[src/rtl/video_pkg.sv]
// Shared definitions for the moving-square video block scheduler.
// Holds the scheduler FSM state encoding, the coordinate width and the
// helpers that derive the legal position range of the square on one axis.
package video_pkg;

  localparam int COORD_W = 16;

  typedef enum logic [1:0] {
    ST_IDLE    = 2'd0,
    ST_WAIT_VB = 2'd1,
    ST_CALC    = 2'd2,
    ST_COMMIT  = 2'd3
  } sched_state_t;

  // Smallest legal left/top edge: just inside the border.
  function automatic logic [COORD_W-1:0] axis_min(input int side_w);
    return COORD_W'(side_w);
  endfunction

  // Largest legal left/top edge: square touches the far border.
  function automatic logic [COORD_W-1:0] axis_max(input int disp, input int side_w,
                                                  input int block_w);
    return COORD_W'(disp - side_w - block_w);
  endfunction

  function automatic logic [COORD_W-1:0] xmin_f(input int side_w);
    return axis_min(side_w);
  endfunction

  function automatic logic [COORD_W-1:0] xmax_f(input int h_disp, input int side_w,
                                                input int block_w);
    return axis_max(h_disp, side_w, block_w);
  endfunction

  function automatic logic [COORD_W-1:0] ymin_f(input int side_w);
    return axis_min(side_w);
  endfunction

  function automatic logic [COORD_W-1:0] ymax_f(input int v_disp, input int side_w,
                                                input int block_w);
    return axis_max(v_disp, side_w, block_w);
  endfunction

endpackage

[src/rtl/video_block_scheduler_axis_bounce.sv]
// axis_bounce: combinational next position and direction of the square on
// one axis. Moves pos by step toward the current direction and clamps to
// [pos_min, pos_max], flipping direction when a bound is reached.
// Ports:
//   pos, step, dir        current position, step size, direction (1 = increasing)
//   pos_min, pos_max      legal range on this axis
//   pos_nxt, dir_nxt      position and direction after one update
module axis_bounce
  import video_pkg::*;
(
  input  logic [COORD_W-1:0] pos,
  input  logic [7:0]         step,
  input  logic               dir,
  input  logic [COORD_W-1:0] pos_min,
  input  logic [COORD_W-1:0] pos_max,
  output logic [COORD_W-1:0] pos_nxt,
  output logic               dir_nxt
);

  // One extra bit so pos+step and min+step can never wrap.
  logic [COORD_W:0] fwd_sum;
  logic [COORD_W:0] back_lim;

  assign fwd_sum  = {1'b0, pos} + {{(COORD_W-7){1'b0}}, step};
  assign back_lim = {1'b0, pos_min} + {{(COORD_W-7){1'b0}}, step};

  always_comb begin
    pos_nxt = pos;
    dir_nxt = dir;
    if (dir) begin
      if (fwd_sum >= {1'b0, pos_max}) begin
        pos_nxt = pos_max;
        dir_nxt = 1'b0;
      end else begin
        pos_nxt = fwd_sum[COORD_W-1:0];
      end
    end else begin
      // pos <= min+step also covers steps larger than the whole range.
      if ({1'b0, pos} <= back_lim) begin
        pos_nxt = pos_min;
        dir_nxt = 1'b1;
      end else begin
        pos_nxt = pos - {{(COORD_W-8){1'b0}}, step};
      end
    end
  end

endmodule

[src/rtl/video_block_scheduler.sv]
// video_block_scheduler: moves a square around the active video area,
// bouncing off the border. Position updates are computed and committed
// inside vertical blank so the displayed square never tears.
// Ports:
//   pixel_clk, rst        clock and asynchronous active-high reset
//   vblank                vertical blank from the timing generator
//   enable                motion enable
//   cfg_valid/cfg_ready   handshake for a new cfg_step / cfg_div
//   cfg_step              pixels moved per update
//   cfg_div               frames per update (0 behaves as 1)
//   block_x, block_y      top-left corner of the square
//   dir_x, dir_y          1 = moving right / down
//   pos_upd               one-cycle pulse when a new position is committed
module video_block_scheduler
  import video_pkg::*;
#(
  parameter int H_DISP    = 1920,
  parameter int V_DISP    = 1080,
  parameter int SIDE_W    = 40,
  parameter int BLOCK_W   = 80,
  parameter int STEP_INIT = 1,
  parameter int DIV_INIT  = 1
) (
  input  logic               pixel_clk,
  input  logic               rst,
  input  logic               vblank,
  input  logic               enable,
  input  logic               cfg_valid,
  output logic               cfg_ready,
  input  logic [7:0]         cfg_step,
  input  logic [7:0]         cfg_div,
  output logic [COORD_W-1:0] block_x,
  output logic [COORD_W-1:0] block_y,
  output logic               dir_x,
  output logic               dir_y,
  output logic               pos_upd
);

  localparam logic [COORD_W-1:0] XMIN = xmin_f(SIDE_W);
  localparam logic [COORD_W-1:0] XMAX = xmax_f(H_DISP, SIDE_W, BLOCK_W);
  localparam logic [COORD_W-1:0] YMIN = ymin_f(SIDE_W);
  localparam logic [COORD_W-1:0] YMAX = ymax_f(V_DISP, SIDE_W, BLOCK_W);

  sched_state_t state, state_nxt;

  logic [7:0] step_q;
  logic [7:0] div_q;
  logic [7:0] frame_cnt, frame_cnt_nxt;
  logic       vb_p0, vb_p1;
  logic       vb_rise;
  logic       cfg_xfer;
  logic [8:0] frame_cnt_inc;
  logic [7:0] div_eff;

  logic [COORD_W-1:0] x_calc, y_calc;
  logic               dx_calc, dy_calc;
  logic [COORD_W-1:0] x_p1, y_p1;
  logic               dx_p1, dy_p1;

  // Stage p0/p1: vblank sampled, then delayed once more for edge detection.
  // Both clear on reset, keeping vb_rise low right after reset release.
  always_ff @(posedge pixel_clk or posedge rst) begin
    if (rst) begin
      vb_p0 <= 1'b0;
      vb_p1 <= 1'b0;
    end else begin
      vb_p0 <= vblank;
      vb_p1 <= vb_p0;
    end
  end

  assign vb_rise       = vb_p0 & ~vb_p1;
  // Ready is gated by rst so it reads 0 while reset is held.
  assign cfg_ready     = ~rst & ((state == ST_IDLE) || (state == ST_WAIT_VB));
  assign cfg_xfer      = cfg_valid & cfg_ready;
  assign div_eff       = (div_q == 8'd0) ? 8'd1 : div_q;
  assign frame_cnt_inc = {1'b0, frame_cnt} + 9'd1;

  always_ff @(posedge pixel_clk or posedge rst) begin
    if (rst) begin
      state     <= ST_IDLE;
      frame_cnt <= 8'd0;
      step_q    <= 8'(STEP_INIT);
      div_q     <= 8'(DIV_INIT);
    end else begin
      state     <= state_nxt;
      frame_cnt <= frame_cnt_nxt;
      if (cfg_xfer) begin
        step_q <= cfg_step;
        div_q  <= cfg_div;
      end
    end
  end

  always_comb begin
    state_nxt     = state;
    frame_cnt_nxt = frame_cnt;
    case (state)
      ST_IDLE: begin
        if (enable) state_nxt = ST_WAIT_VB;
      end
      ST_WAIT_VB: begin
        if (!enable) begin
          state_nxt = ST_IDLE;
        end else if (cfg_xfer) begin
          // A new configuration restarts the frame count; a coincident
          // vblank edge is deliberately dropped.
          frame_cnt_nxt = 8'd0;
        end else if (vb_rise) begin
          if (frame_cnt_inc >= {1'b0, div_eff}) begin
            state_nxt     = ST_CALC;
            frame_cnt_nxt = 8'd0;
          end else begin
            frame_cnt_nxt = frame_cnt_inc[7:0];
          end
        end
      end
      ST_CALC: begin
        state_nxt = ST_COMMIT;
      end
      ST_COMMIT: begin
        state_nxt = enable ? ST_WAIT_VB : ST_IDLE;
      end
      default: begin
        state_nxt = ST_IDLE;
      end
    endcase
    if (cfg_xfer || (state_nxt == ST_IDLE)) frame_cnt_nxt = 8'd0;
  end

  axis_bounce u_axis_x (
    .pos     (block_x),
    .step    (step_q),
    .dir     (dir_x),
    .pos_min (XMIN),
    .pos_max (XMAX),
    .pos_nxt (x_calc),
    .dir_nxt (dx_calc)
  );

  axis_bounce u_axis_y (
    .pos     (block_y),
    .step    (step_q),
    .dir     (dir_y),
    .pos_min (YMIN),
    .pos_max (YMAX),
    .pos_nxt (y_calc),
    .dir_nxt (dy_calc)
  );

  // Stage p1: next position captured at the end of CALC.
  always_ff @(posedge pixel_clk) begin
    if (state == ST_CALC) begin
      x_p1  <= x_calc;
      y_p1  <= y_calc;
      dx_p1 <= dx_calc;
      dy_p1 <= dy_calc;
    end
  end

  // Stage p2: visible outputs, loaded together only when leaving COMMIT.
  always_ff @(posedge pixel_clk or posedge rst) begin
    if (rst) begin
      block_x <= XMIN;
      block_y <= YMIN;
      dir_x   <= 1'b1;
      dir_y   <= 1'b1;
      pos_upd <= 1'b0;
    end else begin
      pos_upd <= (state == ST_COMMIT);
      if (state == ST_COMMIT) begin
        block_x <= x_p1;
        block_y <= y_p1;
        dir_x   <= dx_p1;
        dir_y   <= dy_p1;
      end
    end
  end

endmodule

[config.mk]
export PLATFORM = sky130hd
export DESIGN_NAME = video_block_scheduler
export DESIGN_NICKNAME = d
export VERILOG_FILES = /design/src/rtl/video_pkg.sv /design/src/rtl/video_block_scheduler_axis_bounce.sv /design/src/rtl/video_block_scheduler.sv
export SDC_FILE = /design/constraint.sdc
export NUM_CORES = 1
export LEC_CHECK = 0
export CAP_MARGIN = 10
export CORE_MARGIN = 2
export CORE_UTILIZATION = 50
export CTS_CLUSTER_DIAMETER = 200
export DETAILED_ROUTE_END_ITERATION = 12
export PLACE_DENSITY_LB_ADDON = 0.05
export SLEW_MARGIN = 10
export SYNTH_ARGS = -nofsm -noshare
export SYNTH_HDL_FRONTEND = slang
export SYNTH_HIERARCHICAL = 1
export SYNTH_SLANG_ARGS = --single-unit
[constraint.sdc]
create_clock -name pixel_clk -period 9.4 [get_ports pixel_clk]
set_clock_uncertainty 0.2 [all_clocks]
set_input_delay 1.41 -clock pixel_clk [delete_from_list [all_inputs] [get_ports pixel_clk]]
set_output_delay 1.41 -clock pixel_clk [all_outputs]
set_load 0.01 [all_outputs]
# Word level (Yosys, flattened, before mapping)
# Index checks and enable logic that the tools add are counted.
dict set report classes {
  eq_ne 3
  magnitude_cmp 5
  reduce_logical 9
  mux 26
  bitwise_logic 5
  add_sub_neg 6
}
# cell n
set op_table {}
lappend op_table {{16-bit 2-to-1 mux} 6}
lappend op_table {{8-bit 2-to-1 mux} 7}
lappend op_table {{16-bit by 8-bit adder with 17-bit output} 2}
lappend op_table {{16-bit by 17-bit less-or-equal comparator with 1-bit output} 2}
lappend op_table {{16-bit by 8-bit subtractor with 16-bit output} 2}
lappend op_table {{17-bit by 10-bit >= comparator with 1-bit output, second input constant} 1}
lappend op_table {{17-bit by 11-bit >= comparator with 1-bit output, second input constant} 1}
lappend op_table {{2-bit 2-to-1 mux} 5}
lappend op_table {{6-bit by 8-bit adder with 9-bit output, first input constant} 1}
lappend op_table {{8-bit by 1-bit adder with 9-bit output, second input constant} 1}
lappend op_table {{9-bit by 8-bit >= comparator with 1-bit output} 1}
lappend op_table {{8-bit logical NOT} 1}
lappend op_table {{2-bit case mux with 4 select lines} 1}
lappend op_table {{1-bit 2-to-1 mux} 7}
lappend op_table {{2-bit equality test, second input constant} 2}
lappend op_table {{2-bit logical NOT} 2}
lappend op_table {{2-bit nonzero test} 2}
lappend op_table {{1-bit bitwise AND} 3}
lappend op_table {{3-bit AND reduction} 1}
lappend op_table {{3-bit nonzero test} 1}
lappend op_table {{2-bit by 1-bit equality test with 1-bit output, second input constant} 1}
lappend op_table {{1-bit logical OR} 2}
lappend op_table {{1-bit inverter} 2}
dict set report word_totals {
  reg_bits 97
  word_cells 69
}

# Logic depth before layout (Yosys ltp)
# Gate-level depths: netlist (run 1).
dict set report depth {
  ltp_word 12
  ltp_mapped 18
  ltp_nobuf 16
}

# Modules after synthesis
# Netlist (run 1), hierarchy kept.
# mod area_each_um2 cells_each n_inst
set modules_own_cells {}
lappend modules_own_cells {video_block_scheduler 3754.9 241 1}
lappend modules_own_cells {{axis_bounce at u_axis_x} 2864.0 368 1}
lappend modules_own_cells {{axis_bounce at u_axis_y} 2811.4 382 1}

# Least setup slack after synthesis (run 1)
# No wires, ideal clock.
dict set report synth_path {
  path_type {reg2reg}
  from {reg step_q[1]}
  to {reg x_p1[10] (data pin)}
  slack_ns 5.447
  path_buffers 2
  t_arrival_ns 3.474
  path_stages_with_launch 18
  required_ns 8.921
  cell_sequence {dfrtp_1 > inv_1 > ha_1 > nor2b_1 > o311ai_1 > a2111oi_2 > o2111ai_1 > xnor2_1 > ha_1 > o21ai_0 > nor2_1 > o21ai_0 > a21oi_1 > nor3_2 > buf_6 > buf_12 > mux2i_1 > mux2i_1}
}
dict set report synth_between {
  elab_chain_len 4
  word_cells_on_any_way 8
  cone_classes {3 x add/sub; 2 x order compare; 3 x mux}
}
# element line
set synth_lines {}
lappend synth_lines {{start, declared} video_block_scheduler.sv:46} ;# logic [7:0] step_q;
lappend synth_lines {{start signal, assigned} video_block_scheduler.sv:83} ;# step_q <= 8'(STEP_INIT);
lappend synth_lines {{start signal, assigned} video_block_scheduler.sv:89} ;# step_q <= cfg_step;
lappend synth_lines {{16-bit by 8-bit adder with 17-bit output or 6-bit by 8-bit adder with 9-bit output (tied branches)} {video_block_scheduler_axis_bounce.sv:24, video_block_scheduler_axis_bounce.sv:25}}
lappend synth_lines {{17-bit by 11-bit >= comparator with 1-bit output or 16-bit by 17-bit less-or-equal comparator with 1-bit output (tied branches)} {video_block_scheduler_axis_bounce.sv:31, video_block_scheduler_axis_bounce.sv:39}}
lappend synth_lines {{16-bit 2-to-1 mux (on tied branches)} {video_block_scheduler_axis_bounce.sv:31, video_block_scheduler_axis_bounce.sv:39}}
lappend synth_lines {{16-bit 2-to-1 mux (*)} video_block_scheduler_axis_bounce.sv:30} ;# if (dir) begin
lappend synth_lines {{via x_calc[10]} video_block_scheduler.sv:55} ;# logic [COORD_W-1:0] x_calc, y_calc;
lappend synth_lines {{end signal, assigned} video_block_scheduler.sv:154} ;# x_p1 <= x_calc;
lappend synth_lines {{end, declared} video_block_scheduler.sv:57} ;# logic [COORD_W-1:0] x_p1, y_p1;
# The timed path passes the listed nets; every way through them passes the cells marked *.
# A chain may end at the register's enable or synchronous reset.

# Final worst setup path (run 1)
dict set report layout_path {
  from {reg step_q[1]}
  to {reg x_p1[8] (data pin)}
}
# Same word-level chain as after synthesis.

==> results of run 1 <==
[power breakdown]
part           leakage [nW]  internal, W  switching (W)
registers              1.12     0.000464      0.0000502
logic                  4.03     0.000256       0.000305
clock network         0.157     0.000204       0.000188
total                  5.30     0.000924       0.000543
[logic make-up after synthesis]
family,count (synthesis),share of synthesized area (%)
buffers and inverters,116,5.39
muxes,118,13.2
DFF,97,27.7
other,2,0.0796
AOI/OAI and AO/OA,197,14.6
and+or+nand+nor,257,14.7
adders and majority gates,127,17.3
xor gates and xnor gates,77,7.15
[registers in the layout, indices dropped and copies added, names as in the netlist]
signal / flops
y_p1: 16
div_q: 8
block_x: 16
vb_p1: 1
dy_p1: 1
step_q: 8
pos_upd: 1
vb_p0: 1
frame_cnt: 8
state: 2
dir_y: 1
block_y: 16
dx_p1: 1
x_p1: 16
dir_x: 1
[through the flow]
step / utilization, % / cell area (um^2) / std cells / setup WS, ns / power [W]
final: 59.3 / 11000 / 1423 / 4.26 / 0.00147
after global routing: 59.3 / 11000 / 1423 / 3.73 / 0.00158
after CTS: 59.3 / 11000 / 1423 / 4.22 / 0.00148
after detailed placement: 57.6 / 10700 / 1407 / 4.25 / 0.00107
after global placement: 57.6 / 10700 / 1407 / 4.38 / 0.00107
after floorplan: - / 10000 / 1143 / 5.45 / 0.000934
[layout by cell type (no fill, tap or decap), types with 7 or more instances in the layout]
cell,count
o22ai_1,10
nand3_1,29
nor4_1,7
xor2_1,24
nand4_1,15
o2111ai_1,7
a31oi_1,8
inv_1,84
dfrtp_1,55
ha_1,121
xnor2_1,53
edfxtp_1,34
conb_1,154
clkdlybuf4s50_1,56
nand2b_1,19
and3_1,14
a21oi_1,33
nor2_1,56
mux2_2,47
o21ai_0,42
nor3_1,15
nor2b_1,22
a21o_1,16
or3_1,7
clkbuf_16,10
nand2_1,40
a211oi_1,17
mux2i_1,70
dfstp_2,8
[cell type report]
class,instances,area (um^2)
Clock buffer,10,250
Timing Repair Buffer,61,598
Inverter,85,319
Clock inverter,6,62.6
Sequential cell,97,2610
Tap cell,234,293
Multi-Input combinational cell,930,6890
Fill cell,1705,7560
[worst max path at each step]
stage,endpoint,slack [ns],depth (start not counted)
floorplan,x_p1[10]$_DFFE_PP_,5.45,17
global placement,x_p1[9]$_DFFE_PP_,4.38,16
detailed placement,x_p1[8]$_DFFE_PP_,4.25,16
CTS,x_p1[9]$_DFFE_PP_,4.22,16
global route,x_p1[9]$_DFFE_PP_,3.73,16
finish,x_p1[8]$_DFFE_PP_,4.26,16
[metal layers]
metal | wire [um] | up-vias | GRT usage [%]
li1 | - | 3852 | -
met1 | 10300 | 3506 | 30.8
met2 | 10800 | 117 | 40.0
met3 | 724 | 16 | 2.97
met4 | 285 | 0 | 6.47
met5 | 0 | - | 0
==> results.md, run 1 <==
* Fin crit share at 54.7%
* Tot GR Track Use at 23.2%
* WL per Instance at 15.5 um
* Post-synth EDFFs at 34
* Vias per Instance at 5.26
* Die W at 141 um
* CP Max Fanout at 13
* RSZ-0062 raised after global routing: false
* Outcome: finished clean
* Fin crit period at 5.14 ns
* Worst-path cell chain: inv_1 > ha_1 > nor2b_1 > o311ai_1 > a2111oi_2 > o2111ai_1 > xnor2_1 > ha_1 > o21ai_0 > nor2_1 > o21ai_0 > a21oi_1 > nor3_2 > buf_4 > mux2i_1 > mux2i_1
* Synth Register Bits at 97
* Worst reg2reg path depth at 16
* Post-DRT Antenna Nets at 0
* Ant. Diodes at 0
* Number of iterations in the first detailed-routing pass at 5
* Vias in the first global route at 7,209
* Worst slew pin tran at 1.09 ns
* Most common cell in the synthesized netlist: ha_1
* # nets final at 1,332
* Initial drt markers at 329
* F_max at 195 MHz
* Worst Hold End: vb_p1$_DFF_PP0_
* VDD IR max at 0.0000973 V
* Share of layout cells above drive strength 1 at 8.41%
* Hold slack at 0.197 ns
* Vias post-DR at 7,491
* CP Class: reg -> reg
* # resized after CTS at 0
* Clk_lat worst skew at 0.37 ns
* Setup crit end kind: register
* Die Y at 141 um
* Port Buf Inserts at 56
* Max Root-Sink Buffers at 2
* Post-synth top area share at 16.1%
* Seq/Total Area, Yosys at 27.7%
* Setup violators final at 0
* Largest net degree at the start of global routing at 64
* Setup crit start: step_q[1]$_DFFE_PP0P_
* Worst-path cell with the longest stage delay: nor3_2
* Drt drc at 0
* Yosys warnings at 6
* Gate count of the mapped netlist at 991
* Total CTS buffers at 9
* Reg2reg start: step_q[1]$_DFFE_PP0P_
* Hold-critical path depth at 0
* Startpoint Class: register
* Hold_buf cts at 0
* Primary FF master, synth: dfrtp_1
* # Post-CTS Setup Buffers at 0
* R2r setup slk at 4.26 ns
* Initial core utilization at 50.8%
* Mean post-synth cell area at 9.52 um^2
* Max-slew headroom at 25.1%
* Post-synth top cells: ha_1, inv_1, mux2i_1
* HP Class: reg -> reg
* Post-synthesis cell type count at 83
* Power per cell area at 133 nW/um^2
* Setup TNS at 0 ns
* GPL Wtd Cong at 0.860
* H-tree Lvls at 3
* First-pass GRT wire length at 36,700 um
* Synth area leader: ha_1
* CP max stage delay at 0.76 ns
* Ys async rst share at 64.9%
* I/O pin count at 57
* Worst EP arrival at 5.04 ns
* Grt total ovfl at 0
* Leakage power at 5.30 nW
* Clock root buffer: clkbuf_16
* DIE AREA at 20,000 um^2
* Worst Path Required at 9.30 ns
* Clock transition at path regs at 0.08 ns
* Worst Hold Launch: vb_p0$_DFF_PP0_
* Top cells by area, synth: ha_1, dfrtp_1, edfxtp_1
* Max-cap violations at 0
* Mapped Area at 9430 um^2
* Initial antenna violation count at 0
* R2r endpoint: x_p1[8]$_DFFE_PP_
* Cell type group with the largest total delay on the critical path: compound AO/OA/AOI/OAI gates
* Slew Limit Fails at 0
* TritonCTS clock tree: built
* P&R area growth vs syn at 16.9%
* Row cnt at 50
* CP Buf/Inv Count at 2
* Final Hold Viols at 0
* Post-DP HPWL at 16,700 um
* Clock Sinks at 97
* WL final at 22,100 um
* CORE AREA at 18,600 um^2
No activity file was read; power rests on OpenSTA's default activity.
==> inputs of run 2 (changes only) <==
==> constraint.sdc (replaced) <==
create_clock -name pixel_clk -period 5.4 [get_ports pixel_clk]
set_clock_uncertainty 0.2 [all_clocks]
set_input_delay 0.81 -clock pixel_clk [delete_from_list [all_inputs] [get_ports pixel_clk]]
set_output_delay 0.81 -clock pixel_clk [all_outputs]
set_load 0.01 [all_outputs]
==> run 2 against run 1 <==
Against the previous run: sequential cell count unchanged; non-clock buffer count increased by 2; fmax up 13%; cell count is 0.14% higher; count of clock-buffer cells in the layout shrank 1; sequential share of layout area is essentially flat; first-iteration DRC count is 7.3% higher; critical endpoint is now y_p1[9]$_DFFE_PP_; largest power group unchanged.
==> results.md, run 2 (synthesized netlist as in run 1, its figures left out) <==
* Outcome: finished clean
* Worst-path cell with the longest stage delay: dfstp_2
* WL final at 22,700 um
* Number of iterations in the first detailed-routing pass at 7
* Most frequent cells in the layout: conb_1, ha_1, inv_1
* WL per Instance at 15.9 um
* # nets final at 1,334
* Drt drc at 0
* Total CTS buffers at 9
* TritonCTS clock tree: built
* Reg2reg start: step_q[0]$_DFFE_PP1P_
* Post-DP HPWL at 17,100 um
* Max Root-Sink Buffers at 2
* Hold slack at 0.189 ns
* Tot GR Track Use at 23.7%
* Worst-path cell chain: ha_1 > fa_1 > nor2b_2 > o311ai_0 > a211o_1 > a211oi_1 > xnor2_1 > ha_1 > a21o_1 > a211oi_1 > o21ai_0 > a221oi_2 > buf_4 > mux2i_1 > o22ai_1
* Worst Setup EP: y_p1[9]$_DFFE_PP_
* Leakage power at 5.30 nW
* Cell type group with the largest total delay on the critical path: compound AO/OA/AOI/OAI gates
* First-pass GRT wire length at 38,000 um
* VDD IR max at 0.000168 V
* Die Y at 141 um
* Worst Path Required at 5.29 ns
* Number of fill cells at 1,663
* Post-DRT Antenna Nets at 0
* Power per cell area at 231 nW/um^2
* Worst slew pin tran at 1.09 ns
* Most common cell after layout, fill and taps aside: conb_1
* Share of layout cells above drive strength 1 at 8.56%
* Hold_buf cts at 0
* Fin crit share at 83.9%
* Grt total ovfl at 0
* Initial core utilization at 50.8%
* Multi-input logic area at 6890 um^2
* CP Class: reg -> reg
* F_max at 221 MHz
* RSZ-0062 raised after global routing: false
* R2r endpoint: y_p1[9]$_DFFE_PP_
* Slew Limit Fails at 0
* I/O pin count at 57
* HP Class: reg -> reg
* CORE AREA at 18,600 um^2
* Fin crit period at 4.53 ns
* DP Area at 10,700 um^2
* Pre-CTS setup slack at 0.919 ns
* Max-slew headroom at 25.7%
* Setup TNS at 0 ns
* H-tree Lvls at 3
* Fin area at 11,000 um^2
* Critical path depth at 15
* FF+latch area at 2610 um^2
* # Post-CTS Setup Buffers at 0
* Clock transition at path regs at 0.08 ns
* DIE AREA at 20,000 um^2
* Worst reg2reg path depth at 15
* Vias post-DR at 7,576
* Largest net degree at the start of global routing at 34
* CP max stage delay at 0.64 ns
* Max-cap violations at 0
* Worst EP arrival at 4.42 ns
* Slack of the critical path at 0.867 ns
* Port Buf Inserts at 56
* CP Max Fanout at 13
* Initial drt markers at 353
* Clk_lat worst skew at 0.36 ns
* Ant. Diodes at 0
* CP Buf/Inv Count at 1
* Vias in the first global route at 7,633
* Final Hold Viols at 0
* Setup crit end kind: register
* Setup violators final at 0
* # resized after CTS at 0
* Clock root buffer: clkbuf_16
* Setup crit start: step_q[0]$_DFFE_PP1P_
* Row cnt at 50
* Initial antenna violation count at 0
* Vias per Instance at 5.32
* Die W at 141 um
* R2r setup slk at 0.87 ns
* Final Power at 0.00254 W
* Clock Sinks at 97
* P&R area growth vs syn at 16.9%
* Startpoint Class: register
* GPL Wtd Cong at 0.881
==> run 2: changes by cell type in the layout (fill, tap and decap cells not counted) <==
cell	change
buf_4	+2
clkbuf_16	-1
clkinv_2	+1
clkinv_4	+1
inv_4	-1
==> run 2: how the worst min path moves through the flow <==
stage                     cells past startpoint  slack (ns)             from         endpoint
after global placement                        0        0.17  vb_p0$_DFF_PP0_  vb_p1$_DFF_PP0_
after detailed placement                      0        0.17  vb_p0$_DFF_PP0_  vb_p1$_DFF_PP0_
after global routing                          0        0.20  vb_p0$_DFF_PP0_  vb_p1$_DFF_PP0_
after CTS                                     0        0.19  vb_p0$_DFF_PP0_  vb_p1$_DFF_PP0_
after floorplan                               0        0.14  vb_p0$_DFF_PP0_  vb_p1$_DFF_PP0_
final                                         0        0.19  vb_p0$_DFF_PP0_  vb_p1$_DFF_PP0_
==> run 2: per-layer routing <==
metal  GRT usage [%]  wire (um)  up-vias  part of all wire [%]
met2            42.5      11100      102                    49
li1                -          -     3854                     -
met5               0          0        -                     0
met3            3.14        488       27                   2.2
met1            30.4      10800     3593                    47
met4            5.63        364        0                   1.6
==> run 2: power by group <==
| group | switching (W) | internal [W] | total [W] | leakage (nW) |
|---|---|---|---|---|
| registers | 0.0000888 | 0.000808 | 0.000897 | 1.12 |
| logic | 0.000538 | 0.000447 | 0.000986 | 4.04 |
| clock network | 0.000331 | 0.000327 | 0.000659 | 0.148 |
| total | 0.000959 | 0.00158 | 0.00254 | 5.30 |
==> run 2: through the flow <==
step / utilization [%] / std cells
finish: 59.3 / 1425
detailed placement: 57.7 / 1409
floorplan: - / 1143
global route: 59.3 / 1425
CTS: 59.3 / 1425
global placement: 57.7 / 1409
==> run 2: final cells by class <==
| cell class | count | share of cell area, % |
|---|---|---|
| Clock inverter | 7 | 0.636 |
| Timing Repair Buffer | 63 | 5.56 |
| Clock buffer | 9 | 2.04 |
| Sequential cell | 97 | 23.7 |
| Multi-Input combinational cell | 930 | 62.5 |
| Tap cell | 234 | 2.66 |
| Inverter | 85 | 2.90 |
==> inputs of run 3 (changes only) <==
==> constraint.sdc (replaced) <==
create_clock -name pixel_clk -period 4.2 [get_ports pixel_clk]
set_clock_uncertainty 0.2 [all_clocks]
set_input_delay 0.63 -clock pixel_clk [delete_from_list [all_inputs] [get_ports pixel_clk]]
set_output_delay 0.63 -clock pixel_clk [all_outputs]
set_load 0.01 [all_outputs]
==> run 3 against run 2 <==
Against the previous run: clock power rose by 36%; global-route usage is 0.11 points higher; cell count is 5.3% higher; die area unchanged; fmax up 12%; register-to-register slack got worse by 0.72 ns; combinational power rose by 51%; first-iteration DRC count is 7.4% higher; highest routed layer unchanged.
==> results.md, run 3 (synthesized netlist as in run 1, its figures left out) <==
* Clock transition at path regs at 0.08 ns
* Clk_lat worst skew at 0.36 ns
* Ant. Diodes at 0
* CP dominant cell by count: buf_4
* Reg power frac at 31.9%
* CP Class: reg -> reg
* VDD IR max at 0.000202 V
* Share of layout cells above drive strength 1 at 17.9%
* Number of iterations in the first detailed-routing pass at 5
* Startpoint Class: register
* GPL Wtd Cong at 0.844
* F_max at 247 MHz
* Row cnt at 50
* Most frequent cells in the layout: conb_1, ha_1, inv_1
* # nets final at 1,410
* Clock share of power at 25.5%
* Setup crit end kind: register
* Post-DP HPWL at 18,000 um
* Final Hold Viols at 0
* Setup violators final at 0
* I/O pin count at 57
* Max-slew headroom at 43.1%
* First-pass GRT wire length at 37,900 um
* Hold_buf cts at 0
* DIE AREA at 20,000 um^2
* Die W at 141 um
* Die Y at 141 um
* Post-DRT Antenna Nets at 0
* Most common cell after layout, fill and taps aside: conb_1
* Comb power frac at 42.5%
* Clock Sinks at 97
* WL per Instance at 15.9 um
* Clock root buffer: clkbuf_16
* P&R area growth vs syn at 27.0%
* Grt total ovfl at 0
* Port Buf Inserts at 56
* Worst-path cell with the longest stage delay: dfstp_2
* Initial core utilization at 50.8%
* Drt drc at 0
* Fin crit share at 96.6%
* Worst EP arrival at 3.95 ns
* Slew Limit Fails at 0
* WL final at 23,900 um
* CP Max Fanout at 4
* NetSw at 0.00131 W
* Fraction of power spent switching nets at 37.3%
* Final Power at 0.00350 W
* Vias post-DR at 7,859
* Max-cap violations at 0
* CORE AREA at 18,600 um^2
* H-tree Lvls at 3
* Largest net degree at the start of global routing at 36
* CP max stage delay at 0.61 ns
* Vias per Instance at 5.24
* Fin crit period at 4.06 ns
* Initial drt markers at 379
* TritonCTS clock tree: built
* Worst Path Required at 4.10 ns
* Tot GR Track Use at 23.8%
* Total CTS buffers at 9
* Worst slew pin tran at 0.831 ns
* HP Class: reg -> reg
* Initial antenna violation count at 0
* Cell type group with the largest total delay on the critical path: simple AND/OR/NAND/NOR gates
* Power per cell area at 293 nW/um^2
* Cell-internal power at 0.00220 W
* Pre-CTS setup slack at -0.00346 ns
* CP Buf/Inv Count at 4
* Max Root-Sink Buffers at 2
* Slack of the critical path at 0.143 ns
* Outcome: finished clean
* Worst-path cell chain: ha_4 > nor2b_4 > o311ai_1 > buf_4 > a2111oi_4 > buf_4 > o2111ai_1 > xnor2_1 > ha_1 > nand3_2 > or3_4 > o21ai_4 > nor3_4 > buf_4 > buf_4 > mux2i_1 > mux2i_1
* Leakage power at 5.73 nW
* Vias in the first global route at 7,620
==> run 3: changes by cell type in the layout (fill, tap and decap cells not counted), sizes merged <==
cell / before / now
buf: 7 / 83
clkbuf: 9 / 10
clkinv: 3 / 2
inv: 89 / 88
clkinvlp: 0 / 1
==> run 3: what timing repair did <==
| item | 4_1_cts | 5_1_grt |
|---|---|---|
| setup endpoints to repair | 8 | 34 |
| setup buffers | 0 | 18 |
| pin swaps | 0 | 23 |
| resized for setup | 1 | 71 |
==> run 3: path summary, 6_finish.rpt <==
check                      slack, ns             startpoint                   end  depth (start not counted)
min in group asynchronous       0.53                    rst    state[0]$_DFF_PP0_                          2
max reg2reg                     0.14  step_q[0]$_DFFE_PP1P_    x_p1[14]$_DFFE_PP_                         17
min reg2reg                     0.19        vb_p0$_DFF_PP0_       vb_p1$_DFF_PP0_                          0
max                             0.14  step_q[0]$_DFFE_PP1P_    x_p1[14]$_DFFE_PP_                         17
max in group asynchronous       2.46                    rst  div_q[0]$_DFFE_PP1P_                          3
min                             0.19        vb_p0$_DFF_PP0_       vb_p1$_DFF_PP0_                          0
==> run 3: area by class of cell <==
class	count	area, um^2
sequential	97	2620
fill	1590	6600
clock buffer	10	250
multi-input combinational	930	7220
inverter	85	319
clock inverter	6	63.8
tap	234	293
timing repair buffer	139	1210
==> run 3: per-layer routing <==
metal / part of all wire [%] / GRT usage (%) / vias up
li1: - / - / 3995
met1: 45 / 30.1 / 3729
met2: 50 / 42.5 / 102
met3: 2.1 / 3.04 / 33
met4: 2.2 / 7.53 / 0
met5: 0 / 0 / -
==> run 3: power groups by stage <==
stage                     logic [W]  clock network, W  registers, W
after global placement      0.00135                 0       0.00114
after global routing        0.00167          0.000955       0.00113
after detailed placement    0.00137                 0       0.00114
final                       0.00149          0.000894       0.00112
after CTS                   0.00138          0.000917       0.00112
after floorplan            0.000960                 0       0.00113
==> run 3: per-stage QoR <==
stage	instance area, um^2	hold WS, ns	setup TNS (ns)	std cells	util, %
CTS	11500	0.191	0	1483	61.8
detailed placement	11200	0.168	-0.00438	1467	60.1
global placement	11200	0.161	0	1467	60.1
floorplan	10000	0.144	0	1143	-
finish	12000	0.187	0	1501	64.5
global route	12000	0.197	-0.125	1501	64.5
